===== src/rtl/imm_ext_pkg.sv =====
// Shared definitions for the immediate-extension unit: mode encodings and
// the occupancy states of the output/skid register pair.
package imm_ext_pkg;

    localparam int MODE_W = 3;

    localparam logic [MODE_W-1:0] MODE_SEXT    = 3'd0;
    localparam logic [MODE_W-1:0] MODE_ZEXT    = 3'd1;
    localparam logic [MODE_W-1:0] MODE_UPPER   = 3'd2;
    localparam logic [MODE_W-1:0] MODE_SEXT_LO = 3'd3;
    localparam logic [MODE_W-1:0] MODE_ZEXT_LO = 3'd4;

    // Encoded as {main_valid, skid_valid}; 2'b01 cannot occur.
    typedef enum logic [1:0] {
        OCC_EMPTY = 2'b00,
        OCC_ONE   = 2'b10,
        OCC_FULL  = 2'b11
    } occ_e;

endpackage


===== src/rtl/imm_ext_core.sv =====
// Combinational immediate extender: (imm, mode) -> (data, err).
// Shared with the branch-offset path, so it carries no state.
module imm_ext_core
    import imm_ext_pkg::*;
#(
    parameter int IN_W  = 16,
    parameter int OUT_W = 32
) (
    input  logic [IN_W-1:0]   imm,
    input  logic [MODE_W-1:0] mode,
    output logic [OUT_W-1:0]  data,
    output logic              err
);

    localparam int H = IN_W / 2;

    logic signed [IN_W-1:0] imm_s;
    logic signed [H-1:0]    lo_s;
    logic        [H-1:0]    lo_u;

    assign imm_s = imm;
    assign lo_u  = imm[H-1:0];
    assign lo_s  = lo_u;

    always_comb begin
        data = '0;
        err  = 1'b0;
        case (mode)
            MODE_SEXT:    data = OUT_W'(imm_s);
            MODE_ZEXT:    data = OUT_W'(imm);
            // Shift of zero when OUT_W == IN_W makes UPPER identical to ZEXT.
            MODE_UPPER:   data = OUT_W'(imm) << (OUT_W - IN_W);
            MODE_SEXT_LO: data = OUT_W'(lo_s);
            MODE_ZEXT_LO: data = OUT_W'(lo_u);
            default:      err  = 1'b1;
        endcase
    end

endmodule


===== src/rtl/imm_ext_pipe.sv =====
// Decode-stage immediate extension with a valid/ready handshake, a one-entry
// skid buffer for backpressure, an illegal-mode flag and a delivery counter.
module imm_ext_pipe
    import imm_ext_pkg::*;
#(
    parameter int IN_W  = 16,
    parameter int OUT_W = 32,
    parameter int TAG_W = 5,
    parameter int CNT_W = 16
) (
    input  logic              clk,
    input  logic              rst,
    input  logic              in_valid,
    output logic              in_ready,
    input  logic [IN_W-1:0]   in_imm,
    input  logic [MODE_W-1:0] in_mode,
    input  logic [TAG_W-1:0]  in_tag,
    output logic              out_valid,
    input  logic              out_ready,
    output logic [OUT_W-1:0]  out_data,
    output logic [TAG_W-1:0]  out_tag,
    output logic              out_err,
    output logic [CNT_W-1:0]  out_count
);

    logic [OUT_W-1:0] ext_data;
    logic             ext_err;

    imm_ext_core #(
        .IN_W  (IN_W),
        .OUT_W (OUT_W)
    ) u_core (
        .imm  (in_imm),
        .mode (in_mode),
        .data (ext_data),
        .err  (ext_err)
    );

    logic             main_valid_q, main_valid_d;
    logic [OUT_W-1:0] main_data_q,  main_data_d;
    logic [TAG_W-1:0] main_tag_q,   main_tag_d;
    logic             main_err_q,   main_err_d;
    logic             skid_valid_q, skid_valid_d;
    logic [OUT_W-1:0] skid_data_q,  skid_data_d;
    logic [TAG_W-1:0] skid_tag_q,   skid_tag_d;
    logic             skid_err_q,   skid_err_d;
    logic             in_ready_q,   in_ready_d;
    logic [CNT_W-1:0] count_q,      count_d;

    logic in_xfer;
    logic out_xfer;
    occ_e occ;

    assign in_xfer  = in_valid && in_ready_q;
    assign out_xfer = main_valid_q && out_ready;
    assign occ      = occ_e'({main_valid_q, skid_valid_q});

    always_comb begin
        main_valid_d = main_valid_q;
        main_data_d  = main_data_q;
        main_tag_d   = main_tag_q;
        main_err_d   = main_err_q;
        skid_valid_d = skid_valid_q;
        skid_data_d  = skid_data_q;
        skid_tag_d   = skid_tag_q;
        skid_err_d   = skid_err_q;
        count_d      = count_q;

        case (occ)
            OCC_EMPTY: begin
                if (in_xfer) begin
                    main_valid_d = 1'b1;
                    main_data_d  = ext_data;
                    main_tag_d   = in_tag;
                    main_err_d   = ext_err;
                end
            end
            OCC_ONE: begin
                if (out_xfer && in_xfer) begin
                    main_data_d = ext_data;
                    main_tag_d  = in_tag;
                    main_err_d  = ext_err;
                end else if (out_xfer) begin
                    main_valid_d = 1'b0;
                end else if (in_xfer) begin
                    skid_valid_d = 1'b1;
                    skid_data_d  = ext_data;
                    skid_tag_d   = in_tag;
                    skid_err_d   = ext_err;
                end
            end
            OCC_FULL: begin
                if (out_xfer) begin
                    main_data_d  = skid_data_q;
                    main_tag_d   = skid_tag_q;
                    main_err_d   = skid_err_q;
                    skid_valid_d = 1'b0;
                end
            end
            default: ;
        endcase

        if (out_xfer) begin
            count_d = count_q + 1'b1;
        end

        // Registered ready: mirrors the skid occupancy after this edge, so it
        // never depends combinationally on out_ready.
        in_ready_d = !skid_valid_d;
    end

    always_ff @(posedge clk or posedge rst) begin
        if (rst) begin
            main_valid_q <= 1'b0;
            main_data_q  <= '0;
            main_tag_q   <= '0;
            main_err_q   <= 1'b0;
            skid_valid_q <= 1'b0;
            skid_data_q  <= '0;
            skid_tag_q   <= '0;
            skid_err_q   <= 1'b0;
            in_ready_q   <= 1'b0;
            count_q      <= '0;
        end else begin
            main_valid_q <= main_valid_d;
            main_data_q  <= main_data_d;
            main_tag_q   <= main_tag_d;
            main_err_q   <= main_err_d;
            skid_valid_q <= skid_valid_d;
            skid_data_q  <= skid_data_d;
            skid_tag_q   <= skid_tag_d;
            skid_err_q   <= skid_err_d;
            in_ready_q   <= in_ready_d;
            count_q      <= count_d;
        end
    end

    assign in_ready  = in_ready_q;
    assign out_valid = main_valid_q;
    assign out_data  = main_data_q;
    assign out_tag   = main_tag_q;
    assign out_err   = main_err_q;
    assign out_count = count_q;

endmodule

===== config.mk =====
export PLATFORM = sky130hd
export DESIGN_NAME = imm_ext_pipe
export DESIGN_NICKNAME = d
export VERILOG_FILES = /design/src/rtl/imm_ext_pkg.sv /design/src/rtl/imm_ext_core.sv /design/src/rtl/imm_ext_pipe.sv
export SDC_FILE = /design/constraint.sdc
export NUM_CORES = 1
export LEC_CHECK = 0
export CAP_MARGIN = 0
export CORE_MARGIN = 1
export CORE_UTILIZATION = 35
export DETAILED_ROUTE_END_ITERATION = 7
export PLACE_DENSITY = 0.57
export SLEW_MARGIN = 0
export SYNTH_ARGS = -nofsm -noshare
export SYNTH_HDL_FRONTEND = slang
export SYNTH_HIERARCHICAL = 1
export SYNTH_SLANG_ARGS = --single-unit

===== constraint.sdc =====
create_clock -name clk -period 3.95 [get_ports clk]
set_input_delay 0.395 -clock clk [delete_from_list [all_inputs] [get_ports clk]]
set_output_delay 0.395 -clock clk [all_outputs]
set_load 0.01 [all_outputs]

== Yosys cells after proc, flatten, opt, wreduce, memory -nomap -nowiden ==
Index checks and enable logic that the tools add are counted.

* Add/subtract/negate cells: 1
* Equal/unequal tests: 11
* Muxes and demuxes: 23
* Bitwise gates (word level): 2
* Reduce and logical (&&, ||, !) cells: 12

{| class="wikitable"
|+ Operators with widths
! cell !! number
|-
| $pmux 32 s5 || 1
|-
| $mux 32 || 3
|-
| $pmux 32 s3 || 1
|-
| $add 16x1->16 const B || 1
|-
| $mux 5 || 3
|-
| $pmux 5 s3 || 1
|-
| $reduce_and 4->1 || 3
|-
| $mux 1 || 11
|-
| $ne 2x2->1 const B || 5
|-
| $eq 3x2->1 const B || 2
|-
| $reduce_or 5->1 || 1
|-
| $eq 2x2->1 const B || 2
|-
| $pmux 1 s2 || 2
|-
| $eq 3x1->1 const B || 1
|-
| $eq 3x3->1 const B || 1
|-
| $logic_and 1x1->1 || 3
|-
| $logic_not 3->1 || 1
|-
| $pmux 1 s3 || 1
|-
| $reduce_bool 3->1 || 1
|-
| $logic_not 2->1 || 1
|-
| $not 1->1 || 2
|-
| $reduce_bool 2->1 || 1
|-
| $logic_not 1->1 || 1
|}

* Flip-flop bits (word level): 95
* Input port bits: 28
* Output and inout port bits: 56
* Logic and storage cells: 59

== Logic depth before layout (Yosys ltp) ==
Gate-level depths: netlist (run 1).

* Depth in word-level cells: 6
* Mapped depth: 9
* Depth with buffers taken out: 6

== Hierarchy ==
The synthesis (run 1) kept the hierarchy.

{| class="wikitable"
|+ Modules (own cells, without submodules)
! module !! times used !! cells an instance !! area each (um^2) !! seq. area each (um^2)
|-
| imm_ext_pipe || 1 || 330 || 4065.1 || 2377.3
|-
| imm_ext_core || 1 || 70 || 534.3 || 0.0
|}

== Worst setup path before layout (run 1) ==
Ideal clock, no wire load.

* Path kind: register to register
* Start: reg main_valid_q (netlist: out_valid)
* End: reg main_data_q[0] (netlist: out_data[0])
* Setup time: 0.126 ns
* Data arrival time: 1.885 ns
* Data required time: 3.824 ns
* Slack: 1.939 ns
* Cell stages (with the launch flop): 9
* Path buffers: 3
* Period minus slack after synthesis: 2.011 ns
* Cell sequence: dfrtp_1 buf_2 inv_1 ha_1 nor2b_1 a2111oi_4 buf_6 buf_2 a21oi_1

* Cells in the longest elaborated chain, start to end: 4
* Elaborated cells on any way between the ends: 11
* Classes of those cells: eq/ne (5); mux (1); reduce/logical (5)

{| class="wikitable"
|+ Ends and longest elaborated chain
! what !! RTL line !! RTL
|-
| start: declaration || imm_ext_pipe.sv:39 || <nowiki>logic main_valid_q, main_valid_d;</nowiki>
|-
| start signal: assignment || imm_ext_pipe.sv:125 || <nowiki>main_valid_q <= main_valid_d;</nowiki>
|-
| $logic_and 1x1->1 || imm_ext_pipe.sv:55 || <nowiki>assign out_xfer = main_valid_q && out_ready;</nowiki>
|-
| $logic_and 1x1->1 || imm_ext_pipe.sv:79 || <nowiki>if (out_xfer && in_xfer) begin</nowiki>
|-
| $ne 2x2->1 (no line) || -- ||
|-
| $reduce_and 4->1 (no line) || -- ||
|-
| end signal: assignment || imm_ext_pipe.sv:126 || <nowiki>main_data_q <= main_data_d;</nowiki>
|-
| end: declaration || imm_ext_pipe.sv:40 || <nowiki>logic [OUT_W-1:0] main_data_q, main_data_d;</nowiki>
|}

Parallel ways exist; a longest one is shown, timed or not.
A chain may end at the register's enable or synchronous reset.

== Final worst setup path (run 1) ==
* Start: reg main_valid_q (netlist: out_valid)
* End: reg main_data_q[18] (netlist: out_data[18])

The elaborated chain is that of the path after synthesis.

==> impl_metrics.tcl, run 1 <==
set metrics [dict create \
    finClkSkew_ps 8.449 \
    finalHoldViolations 0 \
    netlist_top_cells_area "dfrtp_1 (52%), mux2i_1 (11%), mux2_2 (9.5%)" \
    status "completed" \
    post_cts_buffers 0 \
    design.core.area_sq_mm 0.01272 \
    fp-row-count 41 \
    port_buffers 83 \
    clk-insertion-delay-late_ps 340 \
    synthTopCellsByCount "dfrtp_1 (95), mux2i_1 (52), a21oi_1 (51)" \
    syn-cell-area_sq_mm 0.004599 \
    grt_pass1_vias 3143 \
    crit_chain "inv_1, ha_1, nor2b_1, a2111oi_4, buf_4, a21oi_1" \
    tns_ps 0 \
    dp_hpwl_mm 6.845 \
    switching_share_pct 34.42 \
    grt_max_degree 77 \
    finalWorstSetupSlack_ps 1502 \
    ys.flop_type "dfrtp_1" \
    crit_path_start_kind "register" \
    first_iter_violations 116 \
    p_clk_share_pct 19.6 \
    final_max_slew_viol_count 0 \
    cts-resized-gates 0 \
    grt_overflow 0 \
    drc_errors 0 \
    synth.yosys.seq_area_share_pct 51.69 \
    start_util_pct 36.15 \
    cp_slowest_cell "buf_4" \
    cts.sinks 95 \
    p_leak_nw 2.411 \
    final_nets 506 \
    synthMostInstantiatedCell "dfrtp_1" \
    dieWidth_um 116.6 \
    io-pin-count 84 \
    cp_max_fo 76 \
    seqPwrFrac_pct 37.6 \
    vias 3147 \
    critPathArrivalTime_ps 2640 \
    holdCritPathClass "input pin to asynchronous set/reset pin" \
    ys_ff_latch 95 \
    synth_edf_count 0 \
    routabilityCongestion 0.7598 \
    ant_nets 0 \
    cts_buffer_depth 2 \
    slew_headroom_pct 49.31 \
    worst_pin_slew_ps 756.3 \
    critPathBufInv 2 \
    synthDominantCellAreaShare_pct 51.69 \
    period_minus_slack_ps 2448 \
    end_kind "register" \
    grt_use_total_pct 15.60 \
    p_int_mw 2.912 \
    max_freq_ghz 0.4084 \
    async_flop_share_pct 100.0 \
    cts-htree-levels 3 \
    cts_tree "yes" \
    wirelength_mm 9.804 \
    antennaDiodeCount 0 \
    drt-vias-per-instance 4.842 \
    die-area_sq_mm 0.01360 \
    cts_hold_buf 0 \
    yosys.area.top_type "dfrtp_1" \
    worstSetupPathType "register to register" \
    slowest_delay_ps 630 \
    firstDrtPassIters 4 \
    crit_family "buffers and inverters" \
    clk_pin_slew_ps 60 \
    power_density_mw_per_mm2 760.4 \
    ys_warn_count 6 \
    combPwrFrac_pct 42.8 \
    wire_per_inst_um 15.08 \
    dr_wl_met2_mm 4.488 \
    drv_cap 0 \
    setup_viol 0 \
    vdd_ir_drop_max_v 0.0004710 \
    drive_above_1_share_pct 15.90 \
    cts_root_buffer "clkbuf_16" \
    synth_nets 432 \
    grt_setup_unrepaired "false" \
    die_y_um 116.6 \
    numCtsBuffers 9 \
    pre_cts_ws_ps 1354 \
    cp.required_ps 4140 \
    synth_cell_types 35 \
    drt-met1-wl_mm 4.723 \
    avgSynthCellArea_sq_um 11.50 \
    syn-instance-count 400 \
    dr_wl_met3_um 466 \
    netSwitchingPower_mw 1.529 \
    grt_pass1_wl_mm 15.89 \
    highest_layer "met4" \
    period_share_pct 61.99 \
    areaGrowthSynthToFinish_pct 26.96 \
    antenna_found_initial 0 \
]
-- sequential cells by signal (all words and copies together), names as in the netlist, named ones only --
signal / count
skid_data_q: 32
out_valid: 1
out_err: 1
skid_err_q: 1
skid_tag_q: 5
in_ready: 1
out_tag: 5
out_data: 32
out_count: 16
-- stage by stage --
stage                     utilization, %  instance area, sq um  cells  hold WS, ps  total power [mW]
after floorplan                        -                  4599    400        466.8             2.914
after global routing               45.90                  5839    650        520.8             4.775
after CTS                          45.90                  5839    650        491.4             4.513
after detailed placement           43.55                  5540    635        481.6             3.625
final                              45.90                  5839    650        471.8             4.440
after global placement             43.55                  5540    635        479.1             3.568
-- per-layer routing --
layer  vias up  global-route usage [%]
met5         -                       0
met4         0                   5.063
met3         8                   4.515
met2        73                   24.81
met1      1521                   20.47
li1       1545                       -
-- worst paths after layout --
path / startpoint / end / slack [ps] / depth (start not counted)
max in group asynchronous: rst / skid_data_q[27]$_DFFE_PP0P_ / 2710 / 3
hold reg to reg: out_count[15]$_DFFE_PP0P_ / out_count[15]$_DFFE_PP0P_ / 480 / 1
setup / recovery: out_valid$_DFFE_PP0P_ / out_data[18]$_DFFE_PP0P_ / 1500 / 6
hold / removal: rst / out_tag[2]$_DFFE_PP0P_ / 470 / 2
min in group clk: out_count[15]$_DFFE_PP0P_ / out_count[15]$_DFFE_PP0P_ / 480 / 1
setup reg to reg: out_valid$_DFFE_PP0P_ / out_data[18]$_DFFE_PP0P_ / 1500 / 6
-- kinds of logic after synthesis --
kind of cell	share of synthesized area [%]
adders and majority gates	1.088
muxes	21.16
xor gates and xnor gates	2.856
and+or+nand+nor	9.902
AOI/OAI and AO/OA	9.494
buffers and inverters	3.808
DFF	51.69
-- cells in the final DEF (no fill, tap or decap), types with 2 or more instances in the layout --
| cell type | synthesis | final |
|---|---|---|
| dfrtp_1 | 95 | 95 |
| clkdlybuf4s50_1 | 0 | 83 |
| mux2i_1 | 52 | 52 |
| a21oi_1 | 51 | 51 |
| nor2_1 | 41 | 41 |
| mux2_2 | 39 | 39 |
| xnor2_1 | 15 | 15 |
| and2_1 | 10 | 10 |
| nand2_1 | 10 | 10 |
| o21ai_2 | 10 | 10 |
| clkbuf_16 | 0 | 9 |
| nand2b_1 | 9 | 9 |
| nand3_1 | 8 | 7 |
| buf_4 | 4 | 6 |
| nand4_1 | 5 | 5 |
| inv_1 | 4 | 3 |
| ha_1 | 4 | 3 |
| and3_1 | 2 | 2 |
| a21boi_0 | 2 | 2 |
| clkbuf_8 | 0 | 2 |
| o21ai_1 | 2 | 2 |
| o21ai_0 | 2 | 2 |
-- power by group through the flow --
stage	clock network, mW	registers, mW	logic [mW]
after floorplan	0	1.74	1.17
after global placement	0	1.67	1.90
after detailed placement	0	1.69	1.94
after CTS	0.900	1.68	1.93
after global routing	0.934	1.73	2.11
final	0.870	1.67	1.90
-- cell type report --
type	count	area (sq um)
fillers	1232	6883
flip-flops and latches	95	2377
clock inverters	3	42.54
multi-input cells	275	2054
inverters	4	17.52
clock buffers	12	256.5
repair buffers	89	875.8
well taps	172	215.2
No activity file was read; power rests on OpenSTA's default activity.
==> inputs of run 2 (changes only) <==
clock period = 2.56 ns   (was 3.95 ns; I/O delays follow)
==> run 2 against run 1 <==
  * Global-route usage fell by 0.078 points
  * Flip-flop and latch count did not move
  * Critical path depth rose by 1
  * Worst setup slack got worse by 1100 ps
  * Core utilization rose by 0.18 points
  * Total power rose by 52%
  * First-iteration DRC count rose by 47%
  * Largest cell class unchanged
==> impl_metrics.tcl, run 2 (synthesized netlist as in run 1, its figures left out) <==
set metrics [dict create \
    power_mw 6.765 \
    r2r_start "out_valid$_DFFE_PP0P_" \
    crit_family "flip-flops" \
    die-area_sq_mm 0.01360 \
    dieWidth_um 116.6 \
    crit_chain "inv_1, ha_1, nor2b_1, a2111oi_4, buf_12, nor2_1, a21oi_1" \
    startpoint "out_valid$_DFFE_PP0P_" \
    ant_nets 0 \
    cp_slowest_cell "dfrtp_1" \
    holdWs_ps 403.5 \
    tns_ps 0 \
    p_leak_nw 2.404 \
    grt_overflow 0 \
    final_util_pct 46.08 \
    port_buffers 83 \
    io-pin-count 84 \
    cts-htree-levels 3 \
    antennaDiodeCount 0 \
    end_kind "register" \
    status "completed" \
    layout_commonest_cell "dfrtp_1" \
    power_density_mw_per_mm2 1154 \
    post_cts_buffers 0 \
    grt_max_degree 96 \
    final_nets 508 \
    antenna_found_initial 0 \
    cts.sinks 95 \
    cts_tree "yes" \
    numCtsBuffers 9 \
    grt_use_total_pct 15.52 \
    setup_viol 0 \
    critPathBufInv 2 \
    cp_max_fo 76 \
    cts_hold_buf 0 \
    cts-resized-gates 0 \
    grt_setup_unrepaired "false" \
    drv_cap 0 \
    slowest_delay_ps 560 \
    final_max_slew_viol_count 0 \
    die_y_um 116.6 \
    areaGrowthSynthToFinish_pct 27.45 \
    grt_pass1_wl_mm 15.95 \
    clk-insertion-delay-late_ps 340 \
    firstDrtPassIters 4 \
    holdCritPathClass "input pin to asynchronous set/reset pin" \
    finalHoldViolations 0 \
    design.core.area_sq_mm 0.01272 \
    period_minus_slack_ps 2205 \
    start_util_pct 36.15 \
    critPathArrivalTime_ps 2460 \
    crit_path_start_kind "register" \
    worst_pin_slew_ps 676.9 \
    dp_hpwl_mm 6.605 \
    drt-vias-per-instance 4.828 \
    slew_headroom_pct 54.88 \
    worstSetupPathType "register to register" \
    vias 3143 \
    drc_errors 0 \
    grt_pass1_vias 3098 \
    wirelength_mm 9.749 \
    clk_pin_slew_ps 60 \
    finClkSkew_ps 6.733 \
    vdd_ir_drop_max_v 0.0005763 \
    final_cell_mix "dfrtp_1 (95), clkdlybuf4s50_1 (83), mux2i_1 (52)" \
    fp-row-count 41 \
    max_freq_ghz 0.4535 \
    first_iter_violations 171 \
    routabilityCongestion 0.7783 \
    wire_per_inst_um 14.98 \
    cp.required_ps 2820 \
    cts_root_buffer "clkbuf_16" \
    period_share_pct 86.14 \
    drive_above_1_share_pct 15.87 \
    cts_buffer_depth 2 \
]
## run 2: power breakdown
| part | leakage (nW) | internal (mW) | switching [mW] | total, mW |
|---|---|---|---|---|
| clock network | 0.114 | 0.648 | 0.546 | 1.19 |
| registers | 1.19 | 2.19 | 0.391 | 2.58 |
| logic | 1.10 | 1.56 | 1.44 | 2.99 |
| total | 2.40 | 4.39 | 2.37 | 6.76 |
## run 2: per-stage QoR
stage          cell area, sq um  setup WS, ps  cells
2_1_floorplan              4603         549.0    400
3_3_place_gp               5607         465.0    637
3_5_place_dp               5607         376.7    637
4_1_cts                    5862         350.4    651
5_1_grt                    5862         136.0    651
6_report                   5862         354.9    651
## run 2: routing by layer
metal / global-route usage [%] / vias up / routed length, um
met3: 5.138 / 4 / 483
met4: 3.544 / 0 / 56
met2: 23.16 / 69 / 4380
met5: 0 / - / 0
li1: - / 1548 / -
met1: 21.79 / 1522 / 4828
## run 2: worst paths after layout
kind | cells past startpoint | slack, ps | to
worst max-delay path | 7 | 350 | out_data[24]$_DFFE_PP0P_
worst min-delay path | 3 | 400 | skid_tag_q[2]$_DFFE_PP0P_
worst max register to register | 7 | 350 | out_data[24]$_DFFE_PP0P_
worst min register to register | 1 | 480 | out_count[15]$_DFFE_PP0P_
max in group asynchronous | 3 | 1750 | out_data[17]$_DFFE_PP0P_
min in group clk | 1 | 480 | out_count[15]$_DFFE_PP0P_
## run 2: worst min-delay path, delay by kind of cell
| family | cells | cell delay [ps] |
|---|---|---|
| buffers and inverters | 3 | 930 |
## run 2: final cells by class
cell class,count,area (sq um)
clock buffer,11,232.7
tap,172,215.2
clock inverter,3,22.52
timing repair buffer,91,940.9
fill,1243,6860
sequential,95,2377
inverter,4,18.77
multi-input combinational,275,2054
==> inputs of run 3 (changes only) <==
CORE_MARGIN = 2   (was 1)
==> run 3 against run 2 <==
  * Clock skew fell by 1.2 ps
  * Final area rose by 0.92%
  * Total power rose by 3.6%
  * Sequential share of layout area fell by 0.37 points
  * Via count rose by 0.13%
  * Core utilization rose by 0.42 points
  * Flip-flop and latch count did not move
  * Critical path depth did not move
  * Critical endpoint is now out_tag[4]$_DFFE_PP0P_
  * Highest routed layer unchanged
==> impl_metrics.tcl, run 3 (synthesized netlist as in run 1, its figures left out) <==
set metrics [dict create \
    path_depth 7 \
    firstDrtPassIters 4 \
    seqPwrFrac_pct 36.7 \
    vdd_ir_drop_max_v 0.0006251 \
    wire_per_inst_um 15.16 \
    grt_setup_unrepaired "false" \
    cts_tree "yes" \
    fillCellCount 1208 \
    dieWidth_um 118.6 \
    routabilityCongestion 0.8456 \
    post_cts_buffers 0 \
    drt-vias-per-instance 4.812 \
    grt_overflow 0 \
    tns_ps 0 \
    holdCritPathClass "input pin to asynchronous set/reset pin" \
    critPathArrivalTime_ps 2480 \
    combPwrFrac_pct 43.2 \
    clk-insertion-delay-late_ps 340 \
    design.core.area_sq_mm 0.01272 \
    final_cell_mix "dfrtp_1 (95), clkdlybuf4s50_1 (83), mux2i_1 (52)" \
    finalHoldViolations 0 \
    io-pin-count 84 \
    critPathBufInv 2 \
    post_layout_nonfiller_instances 654 \
    r2r_start "out_valid$_DFFE_PP0P_" \
    vias 3147 \
    start_util_pct 36.15 \
    grt_use_total_pct 14.40 \
    die_y_um 118.6 \
    grt_max_degree 96 \
    cp_max_fo 76 \
    numCtsBuffers 9 \
    period_share_pct 86.65 \
    max_freq_ghz 0.4508 \
    setup_viol 0 \
    cp.required_ps 2820 \
    power_density_mw_per_mm2 1184 \
    cts_hold_buf 0 \
    worstSetupPathType "register to register" \
    areaGrowthSynthToFinish_pct 28.62 \
    cts.sinks 95 \
    p_leak_nw 2.447 \
    wirelength_mm 9.916 \
    cts_root_buffer "clkbuf_16" \
    drc_errors 0 \
    cts-resized-gates 0 \
    worst_pin_slew_ps 709.8 \
    drv_cap 0 \
    period_minus_slack_ps 2218 \
    final_max_slew_viol_count 0 \
    dpl.cell_count 638 \
    crit_path_start_kind "register" \
    crit_family "flip-flops" \
    port_buffers 83 \
    drive_above_1_share_pct 16.80 \
    switching_share_pct 34.89 \
    dp_hpwl_mm 6.800 \
    p_int_mw 4.562 \
    antennaDiodeCount 0 \
    netSwitchingPower_mw 2.444 \
    cts_buffer_depth 2 \
    crit_chain "inv_1, ha_1, nor2b_1, a2111oi_4, buf_12, nor2_1, a21oi_1" \
    p_clk_share_pct 20.1 \
    antenna_found_initial 0 \
    cp_slowest_cell "dfrtp_1" \
    fp-row-count 41 \
    r2r-end "out_tag[4]$_DFFE_PP0P_" \
    layout_commonest_cell "dfrtp_1" \
    slew_headroom_pct 52.68 \
    grt_pass1_vias 3189 \
    slowest_delay_ps 570 \
    reg2regPathDepth 7 \
    status "completed" \
    ant_nets 0 \
    cts-htree-levels 3 \
    final_nets 509 \
    rrSetupSlack_ps 340 \
    clk_pin_slew_ps 70 \
    grt_pass1_wl_mm 16.13 \
    finClkSkew_ps 5.515 \
    end_kind "register" \
    die-area_sq_mm 0.01407 \
    first_iter_violations 144 \
]
## run 3: changes by cell type in the layout (fill, tap and decap cells not counted)
| cell | previous run | this run |
|---|---|---|
| clkinvlp_4 | 4 | 1 |
| inv_6 | 0 | 3 |
| buf_4 | 4 | 6 |
| clkbuf_1 | 2 | 0 |
| clkbuf_8 | 0 | 2 |
| buf_12 | 4 | 3 |
| bufinv_16 | 0 | 1 |
| clkinv_2 | 0 | 1 |
## run 3: worst max path at each step
stage	endpoint	startpoint
6_report	out_tag[4]$_DFFE_PP0P_	out_valid$_DFFE_PP0P_
3_3_place_gp	out_data[15]$_DFFE_PP0P_	out_valid$_DFFE_PP0P_
5_1_grt	out_data[15]$_DFFE_PP0P_	out_valid$_DFFE_PP0P_
3_5_place_dp	out_data[18]$_DFFE_PP0P_	out_valid$_DFFE_PP0P_
4_1_cts	out_data[25]$_DFFE_PP0P_	out_valid$_DFFE_PP0P_
2_1_floorplan	out_data[0]$_DFFE_PP0P_	out_valid$_DFFE_PP0P_
## run 3: final cells by class
class                      instances  area [sq um]  area share (%)
clock inverter                     5         61.31           1.036
clock buffer                      11         252.7           4.272
tap                              172         215.2           3.638
sequential                        95          2377           40.19
timing repair buffer              92         935.9           15.82
inverter                           4         18.77          0.3173
multi-input combinational        275          2054           34.73
## run 3: power groups by stage
stage	sequential (mW)	clock (mW)	combinational, mW
global placement	2.58	0	2.99
global route	2.67	1.50	3.34
finish	2.57	1.41	3.03
CTS	2.58	1.45	3.08
floorplan	2.69	0	1.81
detailed placement	2.61	0	3.06
## run 3: worst reg2reg max path, delay by kind of cell, from the launching register on
kind / cells / cell delay, ps
flops: 1 / 570
compound gates: 2 / 540
buf+inv: 2 / 490
fa+ha+maj: 1 / 310
simple gates: 2 / 240
## run 3: metrics by stage
stage	setup WS, ps	hold WS [ps]	instance area [sq um]	utilization (%)	total power [mW]
2_1_floorplan	549.0	406.6	4603	-	4.497
3_3_place_gp	448.1	473.6	5602	44.03	5.569
3_5_place_dp	353.3	470.4	5602	44.03	5.672
4_1_cts	327.2	452.9	5916	46.50	7.112
5_1_grt	177.0	480.2	5916	46.50	7.511
6_report	341.9	423.9	5916	46.50	7.006
## run 3: layer usage
metal / vias up / track usage, % / share of wire (%)
li1: 1540 / - / -
met1: 1516 / 19.98 / 48
met2: 80 / 22.23 / 46
met3: 11 / 3.282 / 4.5
met4: 0 / 4.762 / 1.4
met5: - / 0 / 0
